<file path="src/rtl/cascade_down_timer_if.sv">
// cascade_down_timer_if: control strobes, load data and timer status for cascade_down_timer
interface cascade_down_timer_if #(parameter int DIGITS = 4);
  logic tick, load, start, stop;
  logic [4*DIGITS-1:0] data, count;
  logic [DIGITS-1:0] tc;
  logic zero, running, done;
  modport master(output tick, load, data, start, stop, input count, tc, zero, running, done);
  modport slave(input tick, load, data, start, stop, output count, tc, zero, running, done);
endinterface

</file>
<file path="src/rtl/cascade_down_timer.sv">
// cascade_down_timer: cascaded per-digit modulo down timer with run FSM; CASCADE_TIMER_AUTORELOAD_EN reloads from the last load value at zero
module cascade_down_timer #(
  parameter int DIGITS = 4,
  parameter logic [31:0] MODS = 32'h0000_6A6A
) (
  input logic clock,
  input logic clrn,
  cascade_down_timer_if.slave bus
);
  localparam int W = 4 * DIGITS;
  typedef enum logic [1:0] {IDLE, RUN, HALT} state_t;
  state_t state;
  logic [W-1:0] count, clamped, dec, reload_val;
  logic [DIGITS:0] low_zero;
  logic [DIGITS-1:0] dig_zero, tc;
  logic zero, running, done, auto;
  assign low_zero[0] = 1'b1;
  for (genvar i = 0; i < DIGITS; i++) begin : g_dig
    localparam logic [3:0] M = MODS[4*i+:4];
    logic [3:0] d, in_d;
    assign d = count[4*i+:4];
    assign in_d = bus.data[4*i+:4];
    assign clamped[4*i+:4] = in_d >= M ? M - 4'd1 : in_d;
    assign dig_zero[i] = d == 4'd0;
    assign low_zero[i+1] = low_zero[i] & dig_zero[i];
    // a digit only moves when every lower digit is zero, i.e. it receives the borrow
    assign dec[4*i+:4] = !low_zero[i] ? d : dig_zero[i] ? M - 4'd1 : d - 4'd1;
    // an all-zero count in RUN only happens on a reload tick, which must not borrow
    assign tc[i] = bus.tick & running & dig_zero[i] & low_zero[i] & !zero;
  end
  assign zero = low_zero[DIGITS];
`ifdef CASCADE_TIMER_AUTORELOAD_EN
  logic [W-1:0] shadow;
  // remember the clamped load value as the reload period
  always_ff @(posedge clock or negedge clrn)
    if (!clrn) shadow <= '0;
    else if (bus.load) shadow <= clamped;
  assign reload_val = shadow;
  assign auto = shadow != '0;
`else
  assign reload_val = '0;
  assign auto = 1'b0;
`endif
  // run FSM and count register, priority load > stop > start > tick
  always_ff @(posedge clock or negedge clrn) begin
    if (!clrn) begin
      count <= '0;
      state <= IDLE;
      running <= 1'b0;
      done <= 1'b0;
    end else begin
      done <= 1'b0;
      if (bus.load) begin
        count <= clamped;
        state <= IDLE;
        running <= 1'b0;
      end else if (bus.stop && state == RUN) begin
        state <= IDLE;
        running <= 1'b0;
      end else if (bus.start && state == IDLE) begin
        if (!zero) begin
          state <= RUN;
          running <= 1'b1;
        end
      end else if (bus.tick && state == RUN) begin
        if (zero) count <= reload_val;
        else begin
          count <= dec;
          if (dec == '0) begin
            done <= 1'b1;
            if (!auto) begin
              state <= HALT;
              running <= 1'b0;
            end
          end
        end
      end
    end
  end
  assign bus.count = count;
  assign bus.tc = tc;
  assign bus.zero = zero;
  assign bus.running = running;
  assign bus.done = done;
endmodule

</file>
<file path="src/flat_wrapper.sv">
// flat-port wrapper written by rule: the top's interface ports become plain ports
module cascade_down_timer_flat 
#(
  parameter int DIGITS = 4,
  parameter logic [31:0] MODS = 32'h0000_6A6A
)
  (clock, clrn, bus_tick, bus_load, bus_data, bus_start, bus_stop, bus_count, bus_tc, bus_zero, bus_running, bus_done);
  cascade_down_timer_if #(.DIGITS(DIGITS)) bus_i ();
  input logic clock;
  input logic clrn;
  input wire logic [$bits(bus_i.tick)-1:0] bus_tick;
  input wire logic [$bits(bus_i.load)-1:0] bus_load;
  input wire logic [$bits(bus_i.data)-1:0] bus_data;
  input wire logic [$bits(bus_i.start)-1:0] bus_start;
  input wire logic [$bits(bus_i.stop)-1:0] bus_stop;
  output wire logic [$bits(bus_i.count)-1:0] bus_count;
  output wire logic [$bits(bus_i.tc)-1:0] bus_tc;
  output wire logic [$bits(bus_i.zero)-1:0] bus_zero;
  output wire logic [$bits(bus_i.running)-1:0] bus_running;
  output wire logic [$bits(bus_i.done)-1:0] bus_done;
  assign bus_i.tick = bus_tick;
  assign bus_i.load = bus_load;
  assign bus_i.data = bus_data;
  assign bus_i.start = bus_start;
  assign bus_i.stop = bus_stop;
  assign bus_count = bus_i.count;
  assign bus_tc = bus_i.tc;
  assign bus_zero = bus_i.zero;
  assign bus_running = bus_i.running;
  assign bus_done = bus_i.done;
  cascade_down_timer #(.DIGITS(DIGITS), .MODS(MODS)) u_core (.clock(clock), .clrn(clrn), .bus(bus_i));
endmodule
</file>
<file path="config.mk">
export PLATFORM = sky130hd
export DESIGN_NAME = cascade_down_timer_flat
export DESIGN_NICKNAME = d
export VERILOG_FILES = /design/src/rtl/cascade_down_timer_if.sv /design/src/rtl/cascade_down_timer.sv /design/src/flat_wrapper.sv
export SDC_FILE = /design/constraint.sdc
export NUM_CORES = 1
export LEC_CHECK = 0
export ABC_CLOCK_PERIOD_IN_PS = 2009
export BUFFER_PORTS_ARGS = -buffer_cell sky130_fd_sc_hd__buf_2
export CAP_MARGIN = 5
export CELL_PAD_IN_SITES_DETAIL_PLACEMENT = 1
export CELL_PAD_IN_SITES_GLOBAL_PLACEMENT = 1
export CORE_MARGIN = 1
export CORE_UTILIZATION = 32
export CTS_CLUSTER_SIZE = 10
export DETAILED_ROUTE_END_ITERATION = 12
export PLACE_DENSITY = 0.75
export RECOVER_POWER = 50
export SYNTH_ARGS = -nofsm -noshare
export SYNTH_HDL_FRONTEND = slang
export SYNTH_SLANG_ARGS = --single-unit
</file>
<file path="constraint.sdc">
create_clock -name clock -period 2.01 [get_ports clock]
set_input_delay 0.201 -clock clock [delete_from_list [all_inputs] [get_ports clock]]
set_output_delay 0.201 -clock clock [all_outputs]
set_load 0.02 [all_outputs]
</file>
==> Word level (Yosys, flattened, before mapping) <==
Index checks and enable logic that the tools add are counted.
{ "word_totals": {"ff_bits": 20, "inputBits": 22, "output_inout_bits": 23} }
{ "classes": {"n_addsub": 4, "order_cmp": 4, "n_eq_ne": 4, "muxes": 36, "bitwise_logic": 15, "n_reduce_logical": 15} }
{ "op_table": {"columns": ["cell", "count"], "rows": [
  ["16-bit two-way mux", 5],
  ["4-bit two-way mux", 11],
  ["16-bit logical NOT", 1],
  ["4-bit logical NOT", 4],
  ["4-bit by 1-bit subtractor with 4-bit output (second input constant)", 4],
  ["1-bit AND", 15],
  ["2-bit two-way mux", 7],
  ["1-bit two-way mux", 13],
  ["4-bit by 3-bit >= comparator with 1-bit output (second input constant)", 2],
  ["4-bit >= comparator (second input constant)", 2],
  ["4-bit nonzero test", 2],
  ["3-bit AND reduction", 2],
  ["2-bit != test (second input constant)", 2],
  ["1-bit logical AND", 3],
  ["3-bit != test (second input constant)", 1],
  ["2-bit by 1-bit equality test with 1-bit output (second input constant)", 1],
  ["2-bit logical NOT", 1],
  ["2-bit nonzero test", 1],
  ["1-bit logical NOT", 1]
]} }

==> Longest topological paths before layout <==
Gate-level depths: netlist of run 1.
{ "depth": {"word_depth": 11, "mapped_depth": 7} }

==> Worst setup path before layout of run 1 <==
No wires, ideal clock.
{ "synth_path": {"kind": "reg-to-reg", "from": "register u_core.count[0], in the netlist u_core.bus.count[0]", "to": "register u_core.count[6], in the netlist u_core.bus.count[6]", "setup_time_ns": 0.134, "arrival_time_ns": 1.858, "required_ns": 1.876, "path_slack_ns": 0.018, "path_stages_with_launch": 5, "path_buffers": 0, "period_less_slack_ns": 1.992, "cell_sequence": "dfrtp_1 > or4_1 > or4_4 > a211oi_1 > a21oi_1"} }
{ "synth_between": {"elab_chain_cells": 9} }
{ "synth_rtl": {"columns": ["item", "line", "text"], "rows": [
  ["from (decl)", "cascade_down_timer.sv:13", "logic [W-1:0] count, clamped, dec, reload_val;"],
  ["from (signal assigned)", "cascade_down_timer.sv:54", "count <= clamped;"],
  ["from (signal assigned)", "cascade_down_timer.sv:66", "if (zero) count <= reload_val;"],
  ["4-bit logical NOT *", "cascade_down_timer.sv:24", "assign dig_zero[i] = d == 4'd0;"],
  ["1-bit AND (3 in a row)", "cascade_down_timer.sv:25", "assign low_zero[i+1] = low_zero[i] & dig_zero[i];"],
  ["16-bit two-way mux *", "cascade_down_timer.sv:66", null],
  ["16-bit two-way mux *", "cascade_down_timer.sv:65", "end else if (bus.tick && state == RUN) begin"],
  ["16-bit two-way mux *", "cascade_down_timer.sv:60", "end else if (bus.start && state == IDLE) begin"],
  ["16-bit two-way mux *", "cascade_down_timer.sv:57", "end else if (bus.stop && state == RUN) begin"],
  ["16-bit two-way mux *", "cascade_down_timer.sv:53", "if (bus.load) begin"]
]} }
Mark *: on every way between the ends. The rest lies on a longest branch, timed or not. The select of a mux whose other input is x is not followed.
A chain may end at the register's enable or synchronous reset.

==> Worst setup path in the final report of run 1 <==
{ "layout_path": {"from": "register u_core.count[2], in the netlist u_core.bus.count[2]", "to": "register u_core.count[6], in the netlist u_core.bus.count[6]"} }
The elaborated chain is that of the path after synthesis.

==> summary.md, run 1 <==
| Metric | Value |
|---|---|
| Post-synth top area cell | `dfrtp_1` |
| Avg Cell Area, Syn | `between 8 and 9 um^2` |
| LEAKAGE | `0.819 nW` |
| First-pass GRT wire length | `between 7 and 8 mm` |
| Port bufs | `43` |
| WP data required | `2.20 ns` |
| Worst Hold Endpoint | `u_core.bus.count[12]$_DFFE_PN0P_` |
| R2r startpoint | `u_core.bus.count[2]$_DFFE_PN0P_` |
| Layout Skew | `0.00347 ns` |
| Starting DRT DRC Count | `49` |
| Power per Cell Area | `540 mW/mm^2` |
| Arrival time worst endpoint | `2.23 ns` |
| Via Count | `1512` |
| Synth warn | `0` |
| Total GRT Usage | `22.5%` |
| Max cap viols | `0` |
| Top-area cell type share of the netlist area | `39.3%` |
| Largest family of logic cells by synthesized area | `simple AND/OR/NAND/NOR gates` |
| Mapped cell area | `around 0.0012 mm^2` |
| Hold depth | `2` |
| Final wirelength | `5.30 mm` |
| Fin crit share | `102%` |
| Crit end category | `register` |
| Die H | `63.5 um` |
| Diodes inserted | `0` |
| Final worst slack | `-0.0321 ns` |
| #FFs+latches synth | `19` |
| Post-synth cell types | `44` |
| Clock latency on the worst-skew pair | `0.26 ns` |
| Largest net degree at the start of global routing | `20` |
| Synth Area in Adders | `0%` |
| Root buf cell | `clkbuf_8` |
| Initial antenna violation count | `0` |
| Chip Width | `63.5 um` |
| CTS tree | `done` |
| Compound-cell area share of the yosys netlist | `24.1%` |
| Max-slew violations | `0` |
| Initial Util | `34.9%` |
| Vias in the first global route | `1451` |
| R2R Setup Slk | `-0.03 ns` |
| Tot Pwr | `between 1 and 1.5 mW` |
| Final setup viols | `1` |
| Slew HR | `29.0%` |
| Syn nets | `160` |
| Reg-to-Reg End | `u_core.bus.count[6]$_DFFE_PN0P_` |
| Ys flop type | `dfrtp_1` |
| Hold slack | `0.149 ns` |
| Max Freq | `a little under 0.5 GHz` |
| Final GP Congestion | `0.885` |
| Layout Cells excl Fill | `between 200 and 300` |
| Worst-path clk slew | `0.07 ns` |
| Min-delay src | `bus_data[12]` |
| Multiplexer share of the synthesized area | `0.827%` |
| Clk sinks | `19` |
| Grt total ovfl | `0` |
| Core box area | `0.00347 mm^2` |
| Most common cell after layout, fill and taps aside | `buf_2` |
| Max Fanout on Critical Path | `4` |
| Most frequent cells in the layout | `32 x buf_2, 22 x buf_4, 18 x dfrtp_1` |
| Worst VDD drop | `376 uV` |
| Failing checks | `setup timing` |
| Gate Count Post-Synth | `138` |
| Fin. Hold Viols | `0` |
| Reg area | `477 um^2` |
| CP Launch Type | `register` |
| TritonRoute pass-1 iters | `4` |
| Synth Area in Simple Gates | `between 30% and 40%` |
| Multi-input logic area | `approximately 830 um^2` |
| Layout Area Growth over Synthesis | `56.8%` |
| Maximum clock insertion buffer count | `2` |
| CTS HTree Levels | `1` |
| Top Ports | `45` |
| Core Rows | `21` |
| Post-synth EDFFs | `0` |
| CTS buffer count | `3` |
| Nets | `229` |
| Vias per std cell | `6.00` |
| Routed length per instance | `approximately 21 um` |
| Outcome | `complete, but fails checks` |
| Tightest Hold Check Type | `input port to register` |
| Register area share after synthesis | `39.3%` |
| Layout cell share with drive strength beyond 1 | `44.2%` |
| Post-synthesis async set-or-reset flop share | `100%` |
| RSZ-0062 raised after global routing | `yes` |
| Dominant cells by area after synthesis | `dfrtp_1 39%, o21ai_0 7.4%, nor2_1 5.6%` |
| Post-DRT Antenna Nets | `0` |
| Setup Crit Path Kind | `register to register` |
| Die area | `0.00403 mm^2` |
| Worst reg-to-reg path cell count | `5` |
| Xor-xnor portion of the synthesized cell area | `0.724%` |
| Min cycle time layout | `2.04 ns` |
| Post-DP HPWL | `3.19 mm` |
| Worst-Margin Slew | `1.07 ns` |
| Placed insts | `235` |
| # fillers | `434` |
| DRC violations left | `0` |
| Post-layout util | `54.7%` |
per-stage QoR:
step / instance area, um^2 / setup slack, ns / setup TNS (ns)
global placement: 1570 / 0.109 / 0
floorplan: 1210 / 0.0179 / 0
global route: 1900 / -0.116 / -0.356
detailed placement: 1570 / 0.0182 / 0
finish: 1900 / -0.0321 / -0.0321
CTS: 1680 / 0.0159 / 0
where the power goes:
group	switching, mW	internal, mW
logic	0.168	0.126
registers	0.0494	0.407
clock network	0.133	0.141
layout make-up:
cell class / instances / area share (%)
Sequential cell: 19 / 25.1
Tap cell: 46 / 3.03
Timing Repair Buffer: 72 / 25.0
Multi-Input combinational cell: 109 / 43.9
Inverter: 2 / 0.528
Clock buffer: 4 / 2.37
worst max path at each step:
stage	depth (start not counted)	slack [ns]	startpoint	end
after floorplan	4	0.02	u_core.bus.count[0]$_DFFE_PN0P_	u_core.bus.count[6]$_DFFE_PN0P_
after global placement	5	0.11	u_core.bus.count[0]$_DFFE_PN0P_	u_core.bus.done$_DFF_PN0_
after detailed placement	4	0.02	u_core.bus.count[0]$_DFFE_PN0P_	u_core.bus.count[6]$_DFFE_PN0P_
after CTS	5	0.02	u_core.bus.count[5]$_DFFE_PN0P_	u_core.bus.done$_DFF_PN0_
after global routing	5	-0.12	u_core.bus.count[2]$_DFFE_PN0P_	u_core.bus.count[6]$_DFFE_PN0P_
final	5	-0.03	u_core.bus.count[2]$_DFFE_PN0P_	u_core.bus.count[6]$_DFFE_PN0P_
synthesized netlist by cell type (2+ instances only):
library cell,n
dfrtp_1,19
nor2_1,18
o21ai_0,18
nor3_1,8
a21oi_1,7
clkbuf_1,7
nand3_1,7
nand2_1,6
a211oi_1,3
nand4_1,3
o21a_1,3
a31oi_1,2
and4_1,2
inv_1,2
nor4_1,2
nor4_4,2
or4_1,2
flip-flops by register name, indices dropped and copies added (netlist names):
register / count
u_core.bus.done: 1
u_core.state: 2
u_core.bus.count: 16
cell families (layout without fill, tap and decap cells):
kind of cell,after synthesis,count (layout)
buffers and inverters,10,78
AO/OA/AOI/OAI,45,45
XOR/XNOR,1,1
multiplexers,1,1
flip-flops,19,19
other,1,1
AND/OR/NAND/NOR,61,61
per-layer routing:
| layer | global-route usage [%] | part of all wire [%] | vias to the layer above |
|---|---|---|---|
| met3 | 2.36 | 3.3 | 22 |
| met2 | 39.8 | 52 | 52 |
| met5 | 0 | 0 | - |
| met1 | 27.4 | 40 | 766 |
| li1 | - | - | 672 |
| met4 | 9.38 | 4.5 | 0 |
critical path, cell delays in order (launching register included):
cell and delay [ns]:
dfrtp_2 0.44, or4_4 0.58, or4_4 0.59, nor3_4 0.19, a211oi_2 0.05, a21oi_1 0.12
what timing repair did:
| action | CTS | global route |
|---|---|---|
| endpoints found under the hold margin | 19 | 0 |
| endpoints found under the setup margin | 5 | 12 |
| buffers inserted | 5 | 7 |
| resized for setup | 5 | 39 |
| pin swaps | 3 | 16 |
| hold buffers | 1 | 0 |
No activity file was read; power rests on OpenSTA's default activity.
==> run 2, diff against run 1 <==
Settings changed: BUFFER_PORTS_ARGS -buffer_cell sky130_fd_sc_hd__buf_2 to -buffer_cell sky130_fd_sc_hd__buf_4.
==> run 2 against run 1 <==
The run still ends with setup timing left. Critical path depth did not move. Via count fell by 6.5%. Clock power rose by 2%. Wire length fell by 13%. Maximum frequency rose by 1.5%. Hold slack got worse by 0.0067 ns. Total power fell by 1.1%. Largest power group unchanged. Highest routed layer unchanged.
==> summary.md, run 2 (synthesis gave the netlist of run 1 again) <==
| Metric | Value |
|---|---|
| Root buf cell | `clkbuf_8` |
| Layout Area Growth over Synthesis | `52.6%` |
| Slew HR | `27.1%` |
| Die H | `63.5 um` |
| # fillers | `422` |
| Power per Cell Area | `around 550 mW/mm^2` |
| Layout cell share with drive strength beyond 1 | `41.1%` |
| Post-DP HPWL | `3.14 mm` |
| CTS HTree Levels | `1` |
| Critical Path Start | `u_core.bus.count[1]$_DFFE_PN0P_` |
| DRC violations left | `0` |
| Largest net degree at the start of global routing | `20` |
| Max reg flops | `16` |
| Final worst slack | `-0.00160 ns` |
| Vias per std cell | `5.82` |
| Final setup viols | `1` |
| Placement Setup Slack | `-0.0890 ns` |
| Total GRT Usage | `a little under a quarter` |
| Final wirelength | `4.62 mm` |
| Tightest Hold Check Type | `input port to register` |
| Routed length per instance | `19.0 um` |
| RSZ-0062 raised after global routing | `yes` |
| Core Rows | `21` |
| Maximum clock insertion buffer count | `2` |
| Critical Path, Cell by Cell | `or4_4 -> o41a_1 -> nor2_1 -> nor4b_4 -> and4_1` |
| Worst VDD drop | `268 uV` |
| Core box area | `0.00347 mm^2` |
| Fin crit share | `100%` |
| Initial Util | `34.9%` |
| Most frequent cells in the layout | `57 x buf_4, 17 x nor2_1, 17 x o21ai_0` |
| Layout Skew | `0.00134 ns` |
| CP peak stage delay | `0.58 ns` |
| CP top delay family | `simple AND/OR/NAND/NOR gates` |
| Arrival time worst endpoint | `2.21 ns` |
| Most common cell after layout, fill and taps aside | `buf_4` |
| CTS tree | `done` |
| WP data required | `approximately 2.2 ns` |
| Worst-path clk slew | `0.07 ns` |
| Outcome | `complete, but fails checks` |
| Die area | `0.00403 mm^2` |
| R2r startpoint | `u_core.bus.count[1]$_DFFE_PN0P_` |
| LEAKAGE | `0.761 nW` |
| First-pass GRT wire length | `7.54 mm` |
| Placed insts | `229` |
| Final GP Congestion | `0.909` |
| Diodes inserted | `0` |
| Max cap viols | `0` |
| Buffers & Inverters on Critical Path | `0` |
| Starting DRT DRC Count | `55` |
| Nets | `220` |
| Fin. Hold Viols | `0` |
| TritonRoute pass-1 iters | `4` |
| Max Fanout on Critical Path | `4` |
| Layout Cells excl Fill | `~240` |
| Post-DRT Antenna Nets | `0` |
| Min-delay src | `bus_data[12]` |
| Vias in the first global route | `between 1500 and 2000` |
| Clk sinks | `19` |
| CP Launch Type | `register` |
| Max Freq | `around 0.50 GHz` |
| Chip Width | `63.5 um` |
| CTS buffer count | `3` |
| Critical path's slowest cell | `or4_4` |
| Crit end category | `register` |
| Largest regs | `u_core.bus.count (16), u_core.state (2), u_core.bus.done (1)` |
| Min cycle time layout | `2.01 ns` |
| Clock latency on the worst-skew pair | `approximately 0.26 ns` |
| Largest Register | `u_core.bus.count` |
| Setup Crit Path Kind | `register to register` |
| Failing checks | `setup timing` |
| Max-slew violations | `0` |
| Worst-Margin Slew | `1.09 ns` |
| Port bufs | `43` |
| Top Ports | `45` |
| Via Count | `1414` |
| Grt total ovfl | `0` |
| Initial antenna violation count | `0` |
==> run 2: routing by layer <==
layer	share of wire, %	global-route usage [%]	up-vias
li1	-	-	653
met1	42	30.6	703
met2	51	41.1	47
met3	4.2	2.54	11
met4	2.4	8.52	0
met5	0	0	-
==> run 2: metrics by stage <==
stage	cell area [um^2]	setup TNS, ns	power [mW]	hold WS, ns	util [%]
finish	1850	-0.00160	1.01	0.142	53.2
global route	1850	-0.246	1.06	0.148	53.2
CTS	1740	0	0.996	0.145	50.2
detailed placement	1630	-0.118	0.706	0.0983	47.0
global placement	1630	0	0.696	0.0919	47.0
floorplan	1210	0	0.573	-0.0946	-
==> run 2: path summary, 6_finish.rpt <==
| path | depth (start not counted) | slack (ns) | endpoint |
|---|---|---|---|
| worst max-delay path | 5 | -0.002 | u_core.bus.done$_DFF_PN0_ |
| worst min-delay path | 2 | 0.14 | u_core.bus.count[12]$_DFFE_PN0P_ |
| worst max register to register | 5 | -0.002 | u_core.bus.done$_DFF_PN0_ |
| worst min register to register | 1 | 0.61 | u_core.bus.count[7]$_DFFE_PN0P_ |
| max in group asynchronous | 2 | 0.62 | u_core.bus.count[1]$_DFFE_PN0P_ |
| min in group asynchronous | 2 | 0.66 | u_core.bus.count[8]$_DFFE_PN0P_ |
==> run 2: power breakdown <==
part / internal [mW] / leakage, nW / switching [mW]
Combinational: 0.127 / 0.509 / 0.148
Sequential: 0.408 / 0.230 / 0.0511
Clock: 0.141 / 0.0228 / 0.137
Total: 0.676 / 0.761 / 0.337
==> run 2: worst register-to-register path, cell delays in order (launching register included) <==
cell and delay, ns:
dfrtp_2 0.45, or4_4 0.58, o41a_1 0.35, nor2_1 0.10, nor4b_4 0.23, and4_1 0.24
==> run 2: area by class of cell <==
cell class                      instances  area, um^2  share of cell area [%]
Multi-Input combinational cell        109         783                    42.4
Timing Repair Buffer                   63         472                    25.5
Sequential cell                        19         479                    25.9
Clock buffer                            4        45.0                    2.44
Inverter                                2        10.0                   0.542
Tap cell                               46        57.6                    3.12
==> run 2: repair_timing <==
item	4_1_cts	5_1_grt
hold endpoints to repair	19	0
buffers inserted	5	4
hold buffers	1	0
gates resized for setup	3	19
pin swaps	3	5
endpoints found under the setup margin	7	16
==> run 3, diff against run 2 <==
Settings changed: ABC_CLOCK_PERIOD_IN_PS 2009 to 2450, CORE_UTILIZATION 32 to 38, PLACE_DENSITY 0.75 to 0.83, SETUP_SLACK_MARGIN set to 0.15.
Clock period 2.01 ns to 2.45 ns, I/O delays scaled along.
==> run 3 against run 2 <==
The run now ends clean. Wire length is 14% lower. Setup slack better by 0.21 ns. Die area is 15% lower. Cell count is 4.5% lower. Critical path type is now register to primary output. Largest cell class unchanged.
==> summary.md, run 3 (synthesis gave the netlist of run 1 again) <==
| Metric | Value |
|---|---|
| Clk sinks | `19` |
| Max Freq | `between 0.4 and 0.5 GHz` |
| Starting DRT DRC Count | `44` |
| Arrival time worst endpoint | `between 1.5 and 2 ns` |
| Worst-Margin Slew | `1.07 ns` |
| Vias in the first global route | `~1300` |
| Worst VDD drop | `235 uV` |
| Critical path's slowest cell | `dfrtp_1` |
| Part of the power in combinational logic | `24.8%` |
| CTS tree | `done` |
| Top Ports | `45` |
| CP Launch Type | `register` |
| Max Fanout on Critical Path | `8` |
| Worst-path clk slew | `0.13 ns` |
| Largest regs | `u_core.bus.count (16), u_core.state (2), u_core.bus.done (1)` |
| First-pass GRT wire length | `6.44 mm` |
| CTS buffer count | `3` |
| Setup Crit Path Kind | `register to primary output` |
| Die H | `58.4 um` |
| Tightest Hold Check Type | `input port to register` |
| Final GP Congestion | `0.927` |
| Post-layout util | `54.0%` |
| Largest net degree at the start of global routing | `20` |
| TritonRoute pass-1 iters | `4` |
| Power per Cell Area | `about 450 mW/mm^2` |
| Final setup viols | `0` |
| Most frequent cells in the layout | `42 x buf_4, 19 x dfrtp_1, 18 x nor2_1, 18 x o21ai_0, 11 x clkbuf_1` |
| Initial antenna violation count | `0` |
| Via Count | `1322` |
| Buffers & Inverters on Critical Path | `2` |
| Multi-input logic area | `a little over 700 um^2` |
| Clock latency on the worst-skew pair | `0.31 ns` |
| Total GRT Usage | `about a quarter` |
| Post-DRT Antenna Nets | `0` |
| Slew HR | `28.8%` |
| RSZ-0062 raised after global routing | `no` |
| Post-DP HPWL | `2.92 mm` |
| Max cap viols | `0` |
| Fin crit share | `roughly 91%` |
| WP data required | `2.20 ns` |
| Layout Skew | `0.0126 ns` |
| Setup TNS | `0 ns` |
| Vias per std cell | `between 5 and 6` |
| Layout cell share with drive strength beyond 1 | `29.3%` |
| Chip Width | `around 58 um` |
| Share of power burned in the clock network | `between 20% and 30%` |
| Most common cell after layout, fill and taps aside | `buf_4` |
| DRC violations left | `0` |
| Grt total ovfl | `0` |
| Max reg flops | `16` |
| Core Rows | `20` |
| Outcome | `finished, final reports clean` |
| CP top delay family | `simple AND/OR/NAND/NOR gates` |
| Port bufs | `43` |
| CP peak stage delay | `0.50 ns` |
| Critical Path, Cell by Cell | `nor4_4 -> nand4_1 -> inv_1 -> buf_4` |
| Root buf cell | `clkbuf_4` |
| Routed length per instance | `17.1 um` |
| Layout Area Growth over Synthesis | `35.3%` |
| # fillers | `383` |
| Psw | `roughly 0.26 mW` |
| Core box area | `0.00303 mm^2` |
| Reg area | `around 480 um^2` |
| Final wirelength | `around 4.0 mm` |
| Crit end category | `primary output` |
| Min cycle time layout | `2.24 ns` |
| Diodes inserted | `0` |
| Maximum clock insertion buffer count | `2` |
| CTS HTree Levels | `1` |
| Switching Share | `35.3%` |
| Max-slew violations | `0` |
| Power share of the sequential group | `between 50% and 60%` |
| Nets | `211` |
| Fin. Hold Viols | `0` |
| Largest Register | `u_core.bus.count` |
| Die area | `0.00341 mm^2` |
| LEAKAGE | `roughly 0.67 nW` |
| Initial Util | `40.0%` |
| Internal | `about 0.48 mW` |
run 3: cell count changes in the layout (fill, tap and decap cells not counted), moves of 2 or more:
cell / change
clkbuf_4: +3
buf_6: -2
dfrtp_1: +3
buf_4: -15
dfrtp_2: -3
clkbuf_8: -3
clkbuf_1: +7
run 3: worst paths after layout:
| check | from | to | slack [ns] | depth (start not counted) |
|---|---|---|---|---|
| hold reg to reg | u_core.bus.count[7]$_DFFE_PN0P_ | u_core.bus.count[7]$_DFFE_PN0P_ | 0.61 | 1 |
| max in group asynchronous | clrn | u_core.bus.count[4]$_DFFE_PN0P_ | 1.17 | 2 |
| hold / removal | bus_data[9] | u_core.bus.count[9]$_DFFE_PN0P_ | 0.14 | 3 |
| setup reg to reg | u_core.bus.count[0]$_DFFE_PN0P_ | u_core.bus.done$_DFF_PN0_ | 0.33 | 5 |
| setup / recovery | u_core.bus.count[2]$_DFFE_PN0P_ | bus_zero | 0.21 | 4 |
| min in group asynchronous | clrn | u_core.state[0]$_DFFE_PN0P_ | 0.62 | 2 |
run 3: metrics by stage:
step           power (mW)  hold WS (ns)  std cells  setup slack, ns  instance area, um^2
4_1_cts             0.739         0.141        227            0.172                 1630
5_1_grt             0.773         0.139        232            0.136                 1640
3_3_place_gp        0.558         0.133        220            0.398                 1580
6_report            0.737         0.144        232            0.210                 1640
2_1_floorplan       0.470       -0.0506        138            0.458                 1210
3_5_place_dp        0.566         0.140        220            0.343                 1580
run 3: what timing repair did:
action                                  4_1_cts  5_1_grt
setup buffers                                 2        5
hold endpoints to repair                     19        0
endpoints found under the setup margin        4        4
hold buffers                                  1        0
pin swaps                                     1        3
resized for setup                             0        3
run 3: worst register-to-register path, stage by stage (launching register included):
cell     delay, ns
dfrtp_1       0.50
or4_1         0.62
o41a_1        0.37
nor2_1        0.12
nor4b_2       0.25
and4_1        0.22
run 3: cell type report:
cell class / count / share of cell area (%)
sequential: 19 / 29.1
clock inverter: 1 / 0.306
inverter: 2 / 0.459
tap: 44 / 3.36
clock buffer: 3 / 1.38
timing repair buffer: 54 / 22.4
multi-input combinational: 109 / 43.0
run 3: power by group through the flow:
stage               clock network, mW  registers [mW]  logic (mW)
CTS                             0.177           0.378       0.184
global placement                    0           0.380       0.178
global route                    0.188           0.384       0.201
finish                          0.175           0.379       0.183
floorplan                           0           0.395      0.0751
detailed placement                  0           0.383       0.182
run 3: layer usage:
metal  wire (um)  GRT usage (%)  up-vias
li1            -              -      631
met1        1820           34.4      647
met2        1970           42.4       38
met3         139           3.30        6
met4          49           6.12        0
met5           0              0        -
